==> src/rtl/vga_pkg.sv <==
// Shared types and horizontal timing constants for the VGA data path.
package vga_pkg;

    // Line phase as reported by the sync/timing block
    typedef enum logic [1:0] {
        SYNC        = 2'd0,
        BACK_PORCH  = 2'd1,
        ACTIVE      = 2'd2,
        FRONT_PORCH = 2'd3
    } vga_state_t;

    // Request FSM states of the SRAM fetch engine
    typedef enum logic {
        FETCH_IDLE    = 1'b0,
        FETCH_PENDING = 1'b1
    } fetch_state_t;

    localparam int unsigned H_SYNC          = 32'd96;
    localparam int unsigned H_BACK          = 32'd48;
    localparam int unsigned H_ACTIVE        = 32'd640;
    localparam int unsigned H_FRONT         = 32'd16;
    localparam int unsigned H_TOTAL         = H_SYNC + H_BACK + H_ACTIVE + H_FRONT;
    localparam int unsigned WORDS_PER_LINE  = 32'd20;
    localparam int unsigned PIXELS_PER_WORD = 32'd32;

    // Overwrite only the byte lanes flagged valid by the SRAM
    function automatic logic [31:0] merge_lanes(input logic [31:0] old_word,
                                                input logic [31:0] new_word,
                                                input logic [3:0]  lanes);
        logic [31:0] result;
        result = old_word;
        for (int i = 0; i < 4; i++) begin
            if (lanes[i]) begin
                result[8*i +: 8] = new_word[8*i +: 8];
            end else begin
                result[8*i +: 8] = old_word[8*i +: 8];
            end
        end
        return result;
    endfunction

endpackage

==> src/rtl/vga_fetch_fsm.sv <==
// SRAM read request engine: raises read at an issue point and holds the
// request stable until the first data_en strobe, re-targeting on a new issue.
module vga_fetch_fsm
    import vga_pkg::*;
(
    input  logic        clk,
    input  logic        nrst,
    input  logic        issue_i,
    input  logic [31:0] issue_addr_i,
    input  logic        data_en_i,
    output logic        read_o,
    output logic [31:0] sram_address_o,
    output logic [3:0]  byte_select_o,
    output logic        pending_o
);

    fetch_state_t state_q, state_d;
    logic         read_q, read_d;
    logic [31:0]  addr_q, addr_d;
    logic [3:0]   bse_q, bse_d;

    // Next-state and request outputs; a fresh issue always wins over completion
    always_comb begin
        state_d = state_q;
        read_d  = read_q;
        addr_d  = addr_q;
        bse_d   = bse_q;
        case (state_q)
            FETCH_IDLE: begin
                if (issue_i) begin
                    state_d = FETCH_PENDING;
                    read_d  = 1'b1;
                    addr_d  = issue_addr_i;
                    bse_d   = 4'hF;
                end else begin
                    state_d = FETCH_IDLE;
                end
            end
            FETCH_PENDING: begin
                if (issue_i) begin
                    addr_d  = issue_addr_i;
                    state_d = FETCH_PENDING;
                end else if (data_en_i) begin
                    state_d = FETCH_IDLE;
                    read_d  = 1'b0;
                    bse_d   = 4'h0;
                end else begin
                    state_d = FETCH_PENDING;
                end
            end
            default: begin
                state_d = FETCH_IDLE;
                read_d  = 1'b0;
                bse_d   = 4'h0;
            end
        endcase
    end

    // Request registers with synchronous reset that aborts any read in flight
    always_ff @(posedge clk) begin
        if (nrst) begin
            state_q <= FETCH_IDLE;
            read_q  <= 1'b0;
            addr_q  <= 32'd0;
            bse_q   <= 4'h0;
        end else begin
            state_q <= state_d;
            read_q  <= read_d;
            addr_q  <= addr_d;
            bse_q   <= bse_d;
        end
    end

    assign read_o         = read_q;
    assign sram_address_o = addr_q;
    assign byte_select_o  = bse_q;
    assign pending_o      = (state_q == FETCH_PENDING);

endmodule

==> src/rtl/vga_data_controller.sv <==
// Frame-buffer prefetch bridge: fetches one word per 32 pixels ahead of the
// beam and hands it to the pixel shifter at each word boundary.
module vga_data_controller #(
    parameter int unsigned H_ACTIVE_START = 32'd144,
    parameter int unsigned WORDS_PER_LINE = vga_pkg::WORDS_PER_LINE,
    parameter int unsigned PREFETCH       = 32'd16,
    parameter int unsigned FRAME_WORDS    = 32'd9600
) (
    input  logic        clk,
    input  logic        nrst,
    input  logic [31:0] VGA_request_address,
    input  logic [31:0] data_from_SRAM,
    input  logic [9:0]  h_count,
    input  logic [1:0]  VGA_state,
    input  logic        data_en,
    input  logic [3:0]  byte_select_in,
    output logic [3:0]  byte_select_out,
    output logic        read,
    output logic [31:0] data_to_VGA,
    output logic [31:0] SRAM_address
);
    import vga_pkg::*;

    localparam int unsigned ISSUE_FIRST = H_ACTIVE_START - PREFETCH;
    localparam int unsigned LINE_SPAN   = PIXELS_PER_WORD * WORDS_PER_LINE;

    logic [31:0] h_wide_s, issue_rel_s, load_rel_s, issue_addr_s;
    logic        issue_hit_s, load_hit_s, last_load_s, active_s;
    logic        pending_s, capture_s;

    logic [31:0] buf_q, buf_d;
    logic [31:0] dvga_q, dvga_d;
    logic [31:0] word_offset_q, word_offset_d;

    assign h_wide_s     = 32'(h_count);
    assign active_s     = (vga_state_t'(VGA_state) == ACTIVE);
    assign issue_rel_s  = h_wide_s - ISSUE_FIRST;
    assign issue_hit_s  = (h_wide_s >= ISSUE_FIRST) && (h_wide_s < ISSUE_FIRST + LINE_SPAN)
                          && (issue_rel_s[4:0] == 5'd0);
    assign issue_addr_s = VGA_request_address + word_offset_q + (issue_rel_s >> 5);
    assign load_rel_s   = h_wide_s - H_ACTIVE_START;
    assign load_hit_s   = active_s && (h_wide_s >= H_ACTIVE_START)
                          && (h_wide_s < H_ACTIVE_START + LINE_SPAN)
                          && (load_rel_s[4:0] == 5'd0);
    assign last_load_s  = load_hit_s && ((load_rel_s >> 5) == WORDS_PER_LINE - 32'd1);
    assign capture_s    = pending_s && data_en;

    vga_fetch_fsm u_fetch (
        .clk            (clk),
        .nrst           (nrst),
        .issue_i        (issue_hit_s),
        .issue_addr_i   (issue_addr_s),
        .data_en_i      (data_en),
        .read_o         (read),
        .sram_address_o (SRAM_address),
        .byte_select_o  (byte_select_out),
        .pending_o      (pending_s)
    );

    // Buffer capture, pixel-word load/blanking and per-line frame offset advance
    always_comb begin
        buf_d         = buf_q;
        dvga_d        = dvga_q;
        word_offset_d = word_offset_q;
        if (capture_s) begin
            buf_d = merge_lanes(buf_q, data_from_SRAM, byte_select_in);
        end else begin
            buf_d = buf_q;
        end
        if (load_hit_s) begin
            dvga_d = buf_q;
        end else if (!active_s) begin
            dvga_d = 32'd0;
        end else begin
            dvga_d = dvga_q;
        end
        if (last_load_s) begin
            if (word_offset_q + WORDS_PER_LINE >= FRAME_WORDS) begin
                word_offset_d = 32'd0;
            end else begin
                word_offset_d = word_offset_q + WORDS_PER_LINE;
            end
        end else begin
            word_offset_d = word_offset_q;
        end
    end

    // Data-path registers with synchronous active-high reset
    always_ff @(posedge clk) begin
        if (nrst) begin
            buf_q         <= 32'd0;
            dvga_q        <= 32'd0;
            word_offset_q <= 32'd0;
        end else begin
            buf_q         <= buf_d;
            dvga_q        <= dvga_d;
            word_offset_q <= word_offset_d;
        end
    end

    assign data_to_VGA = dvga_q;

endmodule

==> config.mk <==
export PLATFORM = sky130hd
export DESIGN_NAME = vga_data_controller
export DESIGN_NICKNAME = d
export VERILOG_FILES = /design/src/rtl/vga_pkg.sv /design/src/rtl/vga_fetch_fsm.sv /design/src/rtl/vga_data_controller.sv
export SDC_FILE = /design/constraint.sdc
export NUM_CORES = 1
export LEC_CHECK = 0
export ABC_AREA = 1
export BUFFER_PORTS_ARGS = -buffer_cell sky130_fd_sc_hd__buf_2
export CELL_PAD_IN_SITES_DETAIL_PLACEMENT = 1
export CELL_PAD_IN_SITES_GLOBAL_PLACEMENT = 2
export CORE_MARGIN = 3
export CORE_UTILIZATION = 31
export CTS_CLUSTER_DIAMETER = 50
export DETAILED_ROUTE_END_ITERATION = 10
export GPL_TIMING_DRIVEN = 0
export PLACE_DENSITY_LB_ADDON = 0.12
export SLEW_MARGIN = 25
export SYNTH_ARGS = -nofsm -noshare
export SYNTH_HDL_FRONTEND = slang
export SYNTH_SLANG_ARGS = --single-unit
==> constraint.sdc <==
create_clock -name clk -period 3.8 [get_ports clk]
set_clock_uncertainty 0.15 [all_clocks]
set_input_delay 0.19 -clock clk [delete_from_list [all_inputs] [get_ports clk]]
set_output_delay 0.19 -clock clk [all_outputs]
set_load 0.005 [all_outputs]
# Word level (Yosys, flattened, before mapping)
# Index checks and enable logic that the tools add are counted.
dict set report totals {
  regBits 134
  input_bits 83
  out_inout_bits 69
}
dict set report classes {
  add_sub_neg 5
  n_lt_le_gt_ge 5
  eq_ne 6
  n_mux 16
  bitwise_logic 1
  reduce_logical 14
}
# operator n
set ops {}
lappend ops {{$mux W32} 4}
lappend ops {{$add A32 B27 Y32} 1}
lappend ops {{$add A32 B32 Y32} 1}
lappend ops {{$add A32 B5 Y32 const B} 1}
lappend ops {{$ge A32 B14 Y1 const B} 1}
lappend ops {{$eq A27 B5 Y1 const B} 1}
lappend ops {{$sub A10 B8 Y11 const B} 2}
lappend ops {{$ge A10 B8 Y1 const B} 2}
lappend ops {{$lt A10 B10 Y1 const B} 2}
lappend ops {{$mux W4} 3}
lappend ops {{$logic_not A5 Y1} 2}
lappend ops {{$ne A2 B2 Y1 const B} 4}
lappend ops {{$pmux W4 S2} 1}
lappend ops {{$reduce_and A2 Y1} 4}
lappend ops {{$logic_and A1 B1 Y1} 7}
lappend ops {{$mux W1} 6}
lappend ops {{$pmux W1 S2} 2}
lappend ops {{$reduce_and A3 Y1} 1}
lappend ops {{$eq A2 B2 Y1 const B} 1}
lappend ops {{$not A1 Y1} 1}

# Depth between registers and ports, before layout
# Gate-level depths: netlist of the first run.
dict set report depth {
  ltp_word 5
  depth_mapped 20
  mapped_depth_nobuf 19
}

# Hierarchy
# Synthesis of the first run repeated with hierarchy kept, for this count alone.
dict set report hier_totals {
  cells_unflattened 1188
  area_unflattened_um2 8365.5
}
# module n_inst cells_each area_each_um2
set by_module_without_submodules {}
lappend by_module_without_submodules {vga_data_controller 1 1033 7148.1}
lappend by_module_without_submodules {vga_fetch_fsm 1 155 1217.4}

# Worst setup path after synthesis of the first run
# No wires, ideal clock.
dict set report synth_timing {
  path_type {input to register}
  startpoint {input h_count[7]}
  endpoint {register u_fetch.addr_q[15], in the netlist u_fetch.sram_address_o[15]}
  setup_time_ps 115
  arrival_ps 2963
  setup_slack_ps 571
  path_stages 15
  path_buffers 1
  path_cell_list {inv_2 clkbuf_1 ha_1 ha_1 fa_1 inv_1 ha_1 a21oi_1 nand2_1 a21oi_1 o21ai_0 a21o_1 xor2_1 o21ai_0 inv_1}
}
dict set report synth_via {
  elab_chain_cells 3
  word_cells_on_any_way 7
  classes_between {add/sub: 2; order compare: 2; mux: 1; reduce/logical: 2}
}
# element line
set synth_rtl {}
lappend synth_rtl {{start, declared} vga_data_controller.sv:13} ;# input logic [9:0] h_count,
lappend synth_rtl {{$sub A10 B8 Y11 (tied with other cells)} vga_data_controller.sv:37} ;# assign issue_rel_s = h_wide_s - ISSUE_FIRST;
lappend synth_rtl {{$add A32 B27 Y32 or $logic_and A1 B1 Y1 (tied branches)} {vga_data_controller.sv:40, vga_data_controller.sv:38}}
lappend synth_rtl {{$mux W32 or $logic_and A1 B1 Y1 (tied branches)} {vga_fetch_fsm.sv:30, vga_fetch_fsm.sv:40, vga_data_controller.sv:39}}
lappend synth_rtl {{end signal, assigned} vga_fetch_fsm.sv:69} ;# addr_q <= addr_d;
lappend synth_rtl {{end, declared} vga_fetch_fsm.sv:19} ;# logic [31:0] addr_q, addr_d;
# Several ways; a longest one is shown, not always the timed one. The select of a mux whose other input is x is not followed.
# A chain may end at the register's enable or synchronous reset.

# Worst setup path after layout of the first run
dict set report layout_timing {
  startpoint {input h_count[9]}
  endpoint {register u_fetch.addr_q[22], in the netlist u_fetch.sram_address_o[22]}
}
# The elaborated chain is that of the path after synthesis.

==> summary.md, run 1 <==
## Run status
• result of the run: completed

## Placement
• detailed-placement wirelength estimate: 24300 um
• DP Cell Count: 1800
• routability congestion estimate: 0.837
• cell area after placement: 0.00983 mm2
• quantity of I/O buffers inserted on ports: 146

## Setup path
• crit-path max FO: 10
• timing startpoint of the critical path: h_count[9]
• cell depth of the worst flop-to-flop path: 14
• critical register-to-register path endpoint: u_fetch.sram_address_o[31]$_SDFFE_PP0P_
• Worst EP arrival: 3.67 ns
• Critical Path RT: 3.97 ns
• register-to-register path setup slack: 0.66 ns
• Critical Path End: u_fetch.sram_address_o[22]$_SDFFE_PP0P_
• Worst R2R Start: word_offset_q[2]$_SDFFE_PP0P_
• type of origin of the critical path: input pin
• type of the worst setup path: in2reg
• capturing element type of the critical path: flip-flop

## Timing
• headroom to the max-slew limit: 0.355
• number of endpoints failing setup at the final stage: 0
• clock period minus worst slack: 3.50 ns
• max frequency: 286 MHz
• unrepaired setup endpoints after global routing: no
• number of max-slew violations in the final report: 0
• post-route fraction of the period consumed by the critical path: 0.920
• transition at the pin with the smallest max-transition slack: 0.967 ns
• post-route worst hold slack: 0.0292 ns
• total count of hold-check failures in the final report: 0

## Floorplan
• core area: 0.0272 mm2
• die span in y: 173 um
• die area: 0.0299 mm2
• row count: 60
• I/O pin total: 152
• Chip Width: 173 um
• Starting Density: 0.318

## Cells and area
• share of layout cells above drive strength 1: 0.168
• post-layout util: 0.396
• synthesis-to-layout area growth: 24.6%
• number of fillers in the final layout: 3599
• Post-Layout Cell Count: 1866
• count of nets after finishing: 1634
• post-layout instance area: 0.0108 mm2

## Detailed routing
• post-route DRC violation count: 0
• violation count after the first detailed-routing iteration: 346
• mean number of vias per cell: 4.78
• wire length per cell: 16.5 um
• residual antenna-violating net count after detailed routing: 0
• DRT Pass-1 Iters: 4
• drt total wl: 30800 um
• count of vias placed by the detailed router: 8923

## Global route
• overall track demand over capacity in global routing: 0.206
• vias in the first global route: 9218
• maximum number of pins on one net before global-route repair: 17
• met3 Track Usage GR: 0.0261
• global-route wire length before repair: 49400 um
• met1 Track Usage GR: 0.287
• antenna violations before repair: 1
• aggregate global routing overflow: 0
• met2 usage: 0.335
• GRT busiest layer: met2

## Logic synthesis
• register bit total from synthesis: 128
• sequential fraction of the synthesis area: 0.297
• synth top area cells: dfxtp_1, nand2_1, ha_1, nor2_1, a21oi_1
• cell area after synthesis: 0.00863 mm2
• Primary FF master, synth: dfxtp_1
• EDFF count, synth: 0
• cell count after synthesis: 1282
• share of the synthesized area in the top cell type: 0.297
• synthesized net count: 1435
• synth unique cells: 42
• yosys synthesis warning count: 0
• Syn Area/Cell: 6.73 um2
• library cell with the largest summed area after synthesis: dfxtp_1
• share of synthesized registers carrying an async set or reset: 0

## Clocking
• CTS tree: built
• clock insertion delay at the later pin of the skew report: 0.43 ns
• # clock sinks: 128
• maximum number of buffers from clock root to sink: 2
• clock slew at reported path FFs: 0.07 ns
• clock tree root driver cell: clkbuf_16
• H-Tree Level Count: 4
• cts bufs inserted: 17

## Power
• logic gate share of total power: 0.141
• total power density per cell area: 332 mW/mm2
• P_sw: 0.00106 W
• leakage dissipation: 4.82 nW
• proportion of power drawn by the clock network: 0.480
• peak ir drop on the vdd network: 0.000216 V
• internal power component: 0.00251 W
• part of the total power dissipated in sequential elements: 0.379
• switching share of power: 0.296

## Job
• max-cap check violation count: 0

## Min path
• classification of the worst-slack hold path: in2reg
• start point of the worst hold path: h_count[5]

[stage by stage]
stage	setup TNS, ns	total power (W)	setup slack (ns)
2_1_floorplan	0	0.00168	0.571
3_3_place_gp	-5.87	0.00185	-0.449
3_5_place_dp	-7.70	0.00186	-0.531
4_1_cts	0	0.00362	0.0758
5_1_grt	0	0.00373	0.000697
6_report	0	0.00357	0.302
[worst min path at each step]
stage / cells after the start / end
after floorplan: 2 / buf_q[0]$_SDFFE_PP0P_
after global placement: 2 / data_to_VGA[4]$_SDFFE_PP0P_
after detailed placement: 2 / data_to_VGA[2]$_SDFFE_PP0P_
after CTS: 4 / u_fetch.sram_address_o[0]$_SDFFE_PP0P_
after global routing: 4 / u_fetch.sram_address_o[0]$_SDFFE_PP0P_
final: 4 / u_fetch.sram_address_o[0]$_SDFFE_PP0P_
[power groups by stage]
| stage | combinational [W] | sequential (W) | clock, W |
|---|---|---|---|
| after floorplan | 0.000297 | 0.00138 | 0 |
| after global placement | 0.000471 | 0.00138 | 0 |
| after detailed placement | 0.000474 | 0.00138 | 0 |
| after CTS | 0.000506 | 0.00135 | 0.00176 |
| after global routing | 0.000569 | 0.00135 | 0.00181 |
| final | 0.000503 | 0.00135 | 0.00171 |
[registers in the layout, summed over array words and instances (netlist names)]
name and cells:
u_fetch.pending_o 1, data_to_VGA 32, u_fetch.sram_address_o 32, u_fetch.byte_select_o 1, word_offset_q 30, buf_q 32
[logic make-up after synthesis]
family	synth area share
and+or+nand+nor	0.309
adders and majority gates	0.105
xor gates and xnor gates	0.0507
DFF	0.297
buffers and inverters	0.0876
AOI/OAI and AO/OA	0.150
[synthesized netlist by cell type (all sizes together) (3+ instances only)]
master / count
nand3: 101
buf: 18
nor3: 26
xnor2: 9
fa: 4
dfxtp: 128
a21boi: 3
a21oi: 117
o21bai: 5
o211ai: 7
clkinv: 3
inv: 141
nand4: 9
a31o: 22
nor4: 3
a21o: 6
nand2: 318
xor2: 41
nor2: 163
clkbuf: 30
o21ai: 51
a31oi: 4
ha: 66
[what timing repair did]
action	4_1_cts	5_1_grt
setup endpoints to repair	3	11
hold buffers	34	0
buffers inserted	0	0
gates resized for setup	1	4
endpoints found under the hold margin	35	0
cloned	0	0
[cell type report]
class,count,area [um2],area share
Clock buffer,17,425,0.0395
Inverter,144,541,0.0502
Antenna cell,1,2.50,0.000233
Tap cell,372,465,0.0433
Buffer,48,218,0.0202
Multi-Input combinational cell,962,5320,0.494
Clock inverter,14,158,0.0147
Timing Repair Buffer,180,1070,0.0996
Sequential cell,128,2560,0.238
[layer usage]
metal,share of wire,vias up
li1,-,4580
met1,0.50,4199
met2,0.46,120
met3,0.024,24
met4,0.016,0
met5,0,-
[cell usage in the layout (no fill, tap or decap), drive strengths merged]
cell type	Yosys	routed
xor2	41	41
nand4	9	9
clkinvlp	0	5
dlygate4sd3	0	34
o21bai	5	5
dfxtp	128	128
or2	1	1
a31o	22	22
o311ai	1	1
ha	66	66
a21o	6	6
inv	141	147
nand3b	1	1
a31oi	4	4
buf	18	163
bufinv	0	2
clkbuf	30	48
nor4	3	3
nor3	26	26
o2111ai	2	2
o21ai	51	51
diode	0	1
clkinv	3	4
xnor2	9	9
fa	4	4
a211oi	1	1
nand2	318	318
o21a	1	1
nand3	101	101
o211ai	7	7
nor2	163	163
a21boi	3	3
a21oi	117	117
[worst max-delay path: stages]
cell	delay (ns)
buf_2	0.12
nor2_2	0.36
nand2_1	0.22
buf_1	0.37
xor2_1	0.22
inv_1	0.06
ha_1	0.17
a31o_2	0.21
ha_1	0.34
a21oi_1	0.28
o21ai_0	0.19
a21oi_1	0.28
nand2_1	0.13
nand2_1	0.08
nand2_1	0.07
nand2_1	0.07
nand2_1	0.04
o21ai_0	0.20
inv_1	0.05
No activity file was read; power rests on OpenSTA's default activity.
==> run 2, diff against run 1 <==
- ABC_AREA: 1 -> 0
- CORE_UTILIZATION: 31 -> 33
==> summary.md, run 2 <==
## Logic synthesis
• synthesized net count: 1085, was 1435
• share of the synthesized area in the top cell type: 0.325, was 0.297
• Primary FF master, synth: dfxtp_1, unchanged
• sequential fraction of the synthesis area: 0.325, was 0.297
• EDFF count, synth: 0, unchanged
• register bit total from synthesis: 128, unchanged
• library cell with the largest summed area after synthesis: dfxtp_1, unchanged
• cell area after synthesis: 0.00790 mm2, was 0.00863 mm2
• top cell types by occurrence after synthesis: dfxtp_1, nor2_1, ha_1, nand2_1, a21oi_1, was nand2_1, nor2_1, inv_1, dfxtp_1, a21oi_1
• cell count after synthesis: 932, was 1282
• synth unique cells: 72, was 42
• Syn Area/Cell: 8.47 um2, was 6.73 um2
• synth top area cells: dfxtp_1, ha_1, nor2_1, mux2i_1, xor2_1, was dfxtp_1, nand2_1, ha_1, nor2_1, a21oi_1
• share of synthesized registers carrying an async set or reset: 0, unchanged
• yosys synthesis warning count: 0, unchanged
• leading cell type by number of instances after synthesis: dfxtp_1, was nand2_1

## Detailed routing
• violation count after the first detailed-routing iteration: 342, was 346
• post-route DRC violation count: 0, unchanged
• mean number of vias per cell: 5.21, was 4.78
• DRT Pass-1 Iters: 4, unchanged
• count of vias placed by the detailed router: 7601, was 8923
• drt total wl: 26800 um, was 30800 um
• wire length per cell: 18.4 um, was 16.5 um
• residual antenna-violating net count after detailed routing: 0, unchanged

## Global route
• aggregate global routing overflow: 0, unchanged
• overall track demand over capacity in global routing: 0.207, was 0.206
• global-route wire length before repair: 42500 um, was 49400 um
• maximum number of pins on one net before global-route repair: 17, unchanged
• vias in the first global route: 7783, was 9218
• antenna violations before repair: 0, was 1

## Setup path
• type of origin of the critical path: input pin, unchanged
• crit-path max FO: 7, was 10
• delay-heaviest family, CP: compound AO/OA/AOI/OAI gates, unchanged
• Critical path buffers and inverters: 4, unchanged
• Critical Path RT: 3.99 ns, was 3.97 ns
• capturing element type of the critical path: flip-flop, unchanged
• Max stage delay on crit path: 0.50 ns, was 0.37 ns
• Worst EP arrival: 3.76 ns, was 3.67 ns
• sequence of cells on the critical path: buf_2 > buf_6 > inv_1 > ha_1 > ha_1 > fa_1 > inv_1 > ha_1 > o21ai_0 > o21ai_1 > nand3b_1 > a2111o_1 > a211oi_4 > nand4_1 > and3b_1 > o31ai_1, was buf_2 > nor2_2 > nand2_1 > buf_1 > xor2_1 > inv_1 > ha_1 > a31o_2 > ha_1 > a21oi_1 > o21ai_0 > a21oi_1 > nand2_1 > nand2_1 > nand2_1 > nand2_1 > nand2_1 > o21ai_0 > inv_1
• Top cell by count, worst path: ha_1, was nand2_1
• register-to-register path setup slack: 0.26 ns, was 0.66 ns
• Worst path slowest cell: a2111o_1, was buf_1
• type of the worst setup path: in2reg, unchanged

## Floorplan
• die area: 0.0258 mm2, was 0.0299 mm2
• Chip Width: 161 um, was 173 um
• row count: 55, was 60
• I/O pin total: 152, unchanged
• Starting Density: 0.343, was 0.318
• core area: 0.0231 mm2, was 0.0272 mm2
• die span in y: 161 um, was 173 um

## Run status
• result of the run: completed, unchanged

## Timing
• post-route fraction of the period consumed by the critical path: 0.940, was 0.920
• setup tns final: 0 ns, unchanged
• transition at the pin with the smallest max-transition slack: 0.802 ns, was 0.967 ns
• max frequency: 280 MHz, was 286 MHz
• number of endpoints failing setup at the final stage: 0, unchanged
• number of max-slew violations in the final report: 0, unchanged
• total count of hold-check failures in the final report: 0, unchanged
• final worst slack: 0.228 ns, was 0.302 ns
• unrepaired setup endpoints after global routing: no, unchanged
• clock period minus worst slack: 3.57 ns, was 3.50 ns
• headroom to the max-slew limit: 0.466, was 0.355

## Clocking
• H-Tree Level Count: 4, unchanged
• # clock sinks: 128, unchanged
• clock insertion delay at the later pin of the skew report: 0.42 ns, was 0.43 ns
• CTS tree: built, unchanged
• maximum number of buffers from clock root to sink: 2, unchanged
• clock tree root driver cell: clkbuf_16, unchanged
• clock slew at reported path FFs: 0.07 ns, about the same
• cts bufs inserted: 17, unchanged

## Power
• total power density per cell area: 339 mW/mm2, was 332 mW/mm2
• leakage dissipation: 4.75 nW, was 4.82 nW
• peak ir drop on the vdd network: 0.000311 V, was 0.000216 V

## Cells and area
• share of layout cells above drive strength 1: 0.202, was 0.168
• number of fillers in the final layout: 2824, was 3599
• synthesis-to-layout area growth: 27.0%, was 24.6%
• count of nets after finishing: 1286, was 1634
• Post-Layout Cell Count: 1458, was 1866
• multi-input logic area: 0.00504 mm2, was 0.00532 mm2
• Sequential cell area: 0.00256 mm2, about the same
• top library cells by usage in the layout, fill and taps aside: buf_2, dfxtp_1, nor2_1, ha_1, nand2_1, was nand2_1, nor2_1, buf_2, inv_1, dfxtp_1
• most common cell after layout, fill and taps aside: buf_2, was nand2_1
• diodes inserted: 0, was 1

## Placement
• detailed-placement wirelength estimate: 20600 um, was 24300 um
• routability congestion estimate: 0.854, was 0.837
• quantity of I/O buffers inserted on ports: 147, was 146
• Worst Setup Slack post-DPL: -1.00 ns, was -0.531 ns
• DP Cell Count: 1392, was 1800

## Min path
• classification of the worst-slack hold path: in2reg, unchanged

## Job
• max-cap check violation count: 0, unchanged

[run 2: cell count changes after synthesis, sizes merged, moves of 35 or more]
cell,previous run,this run
nand2,318,53
inv,141,36
nand3,101,29
a21oi,117,46
nor2,163,121
mux2i,0,35
[run 2: worst paths after layout]
kind / from / to / depth (start not counted)
hold reg to reg: u_fetch.sram_address_o[16]$_SDFFE_PP0P_ / u_fetch.sram_address_o[16]$_SDFFE_PP0P_ / 2
setup / recovery: h_count[7] / u_fetch.sram_address_o[30]$_SDFFE_PP0P_ / 16
hold / removal: VGA_request_address[0] / u_fetch.sram_address_o[0]$_SDFFE_PP0P_ / 4
setup reg to reg: word_offset_q[2]$_SDFFE_PP0P_ / u_fetch.sram_address_o[31]$_SDFFE_PP0P_ / 11
[run 2: metrics by stage]
stage	utilization	total power, W	hold WS (ns)	cell area (um2)
floorplan	-	0.00164	0.184	7900
global placement	0.392	0.00178	0.270	9030
detailed placement	0.392	0.00179	0.281	9040
CTS	0.431	0.00343	0.00595	9940
global route	0.435	0.00355	0.0356	10000
finish	0.435	0.00340	0.0196	10000
[run 2: repair_timing]
action | in CTS | in global routing
resized for setup | 7 | 25
hold buffers | 32 | 0
pin swaps | 1 | 4
hold endpoints to repair | 32 | 0
setup endpoints to repair | 13 | 10
setup buffers | 1 | 2
[run 2: cell type report]
type / instances / share of cell area
multi-input cells: 714 / 0.503
plain buffers: 54 / 0.0258
well taps: 313 / 0.0390
repair buffers: 182 / 0.108
clock buffers: 17 / 0.0424
flip-flops and latches: 128 / 0.256
clock inverters: 14 / 0.0131
inverters: 36 / 0.0135
[run 2: logic make-up after synthesis]
group / Yosys count / share of synthesized area
adder cells (fa/ha/maj): 70 / 0.115
AO/OA/AOI/OAI: 222 / 0.198
XOR/XNOR: 54 / 0.0599
buffers and inverters: 90 / 0.0464
flip-flops: 128 / 0.325
AND/OR/NAND/NOR: 333 / 0.212
multiplexers: 35 / 0.0444
[run 2: worst register-to-register path: stages (launching register included)]
cell and delay (ns):
dfxtp_2 0.38, inv_1 0.09, fa_1 0.50, fa_1 0.47, nor2b_2 0.17, o31a_1 0.20, o31ai_2 0.09, a31o_2 0.29
a21o_1 0.21, o41a_1 0.45, nor4b_1 0.16, a311o_1 0.28
[run 2: power by group]
part	leakage [nW]	internal (W)	total, W	switching [W]
Sequential	1.03	0.00135	0.00135	0.00000307
Clock	0.275	0.000908	0.00160	0.000694
Combinational	3.45	0.000187	0.000443	0.000257
Total	4.75	0.00244	0.00340	0.000954
[run 2: layer usage]
metal  track usage  wire length [um]  vias up
li1              -                 -     3771
met1         0.274             12600     3688
met2         0.356             12900      123
met3        0.0377              1060       19
met4        0.0383               194        0
met5             0                 0        -
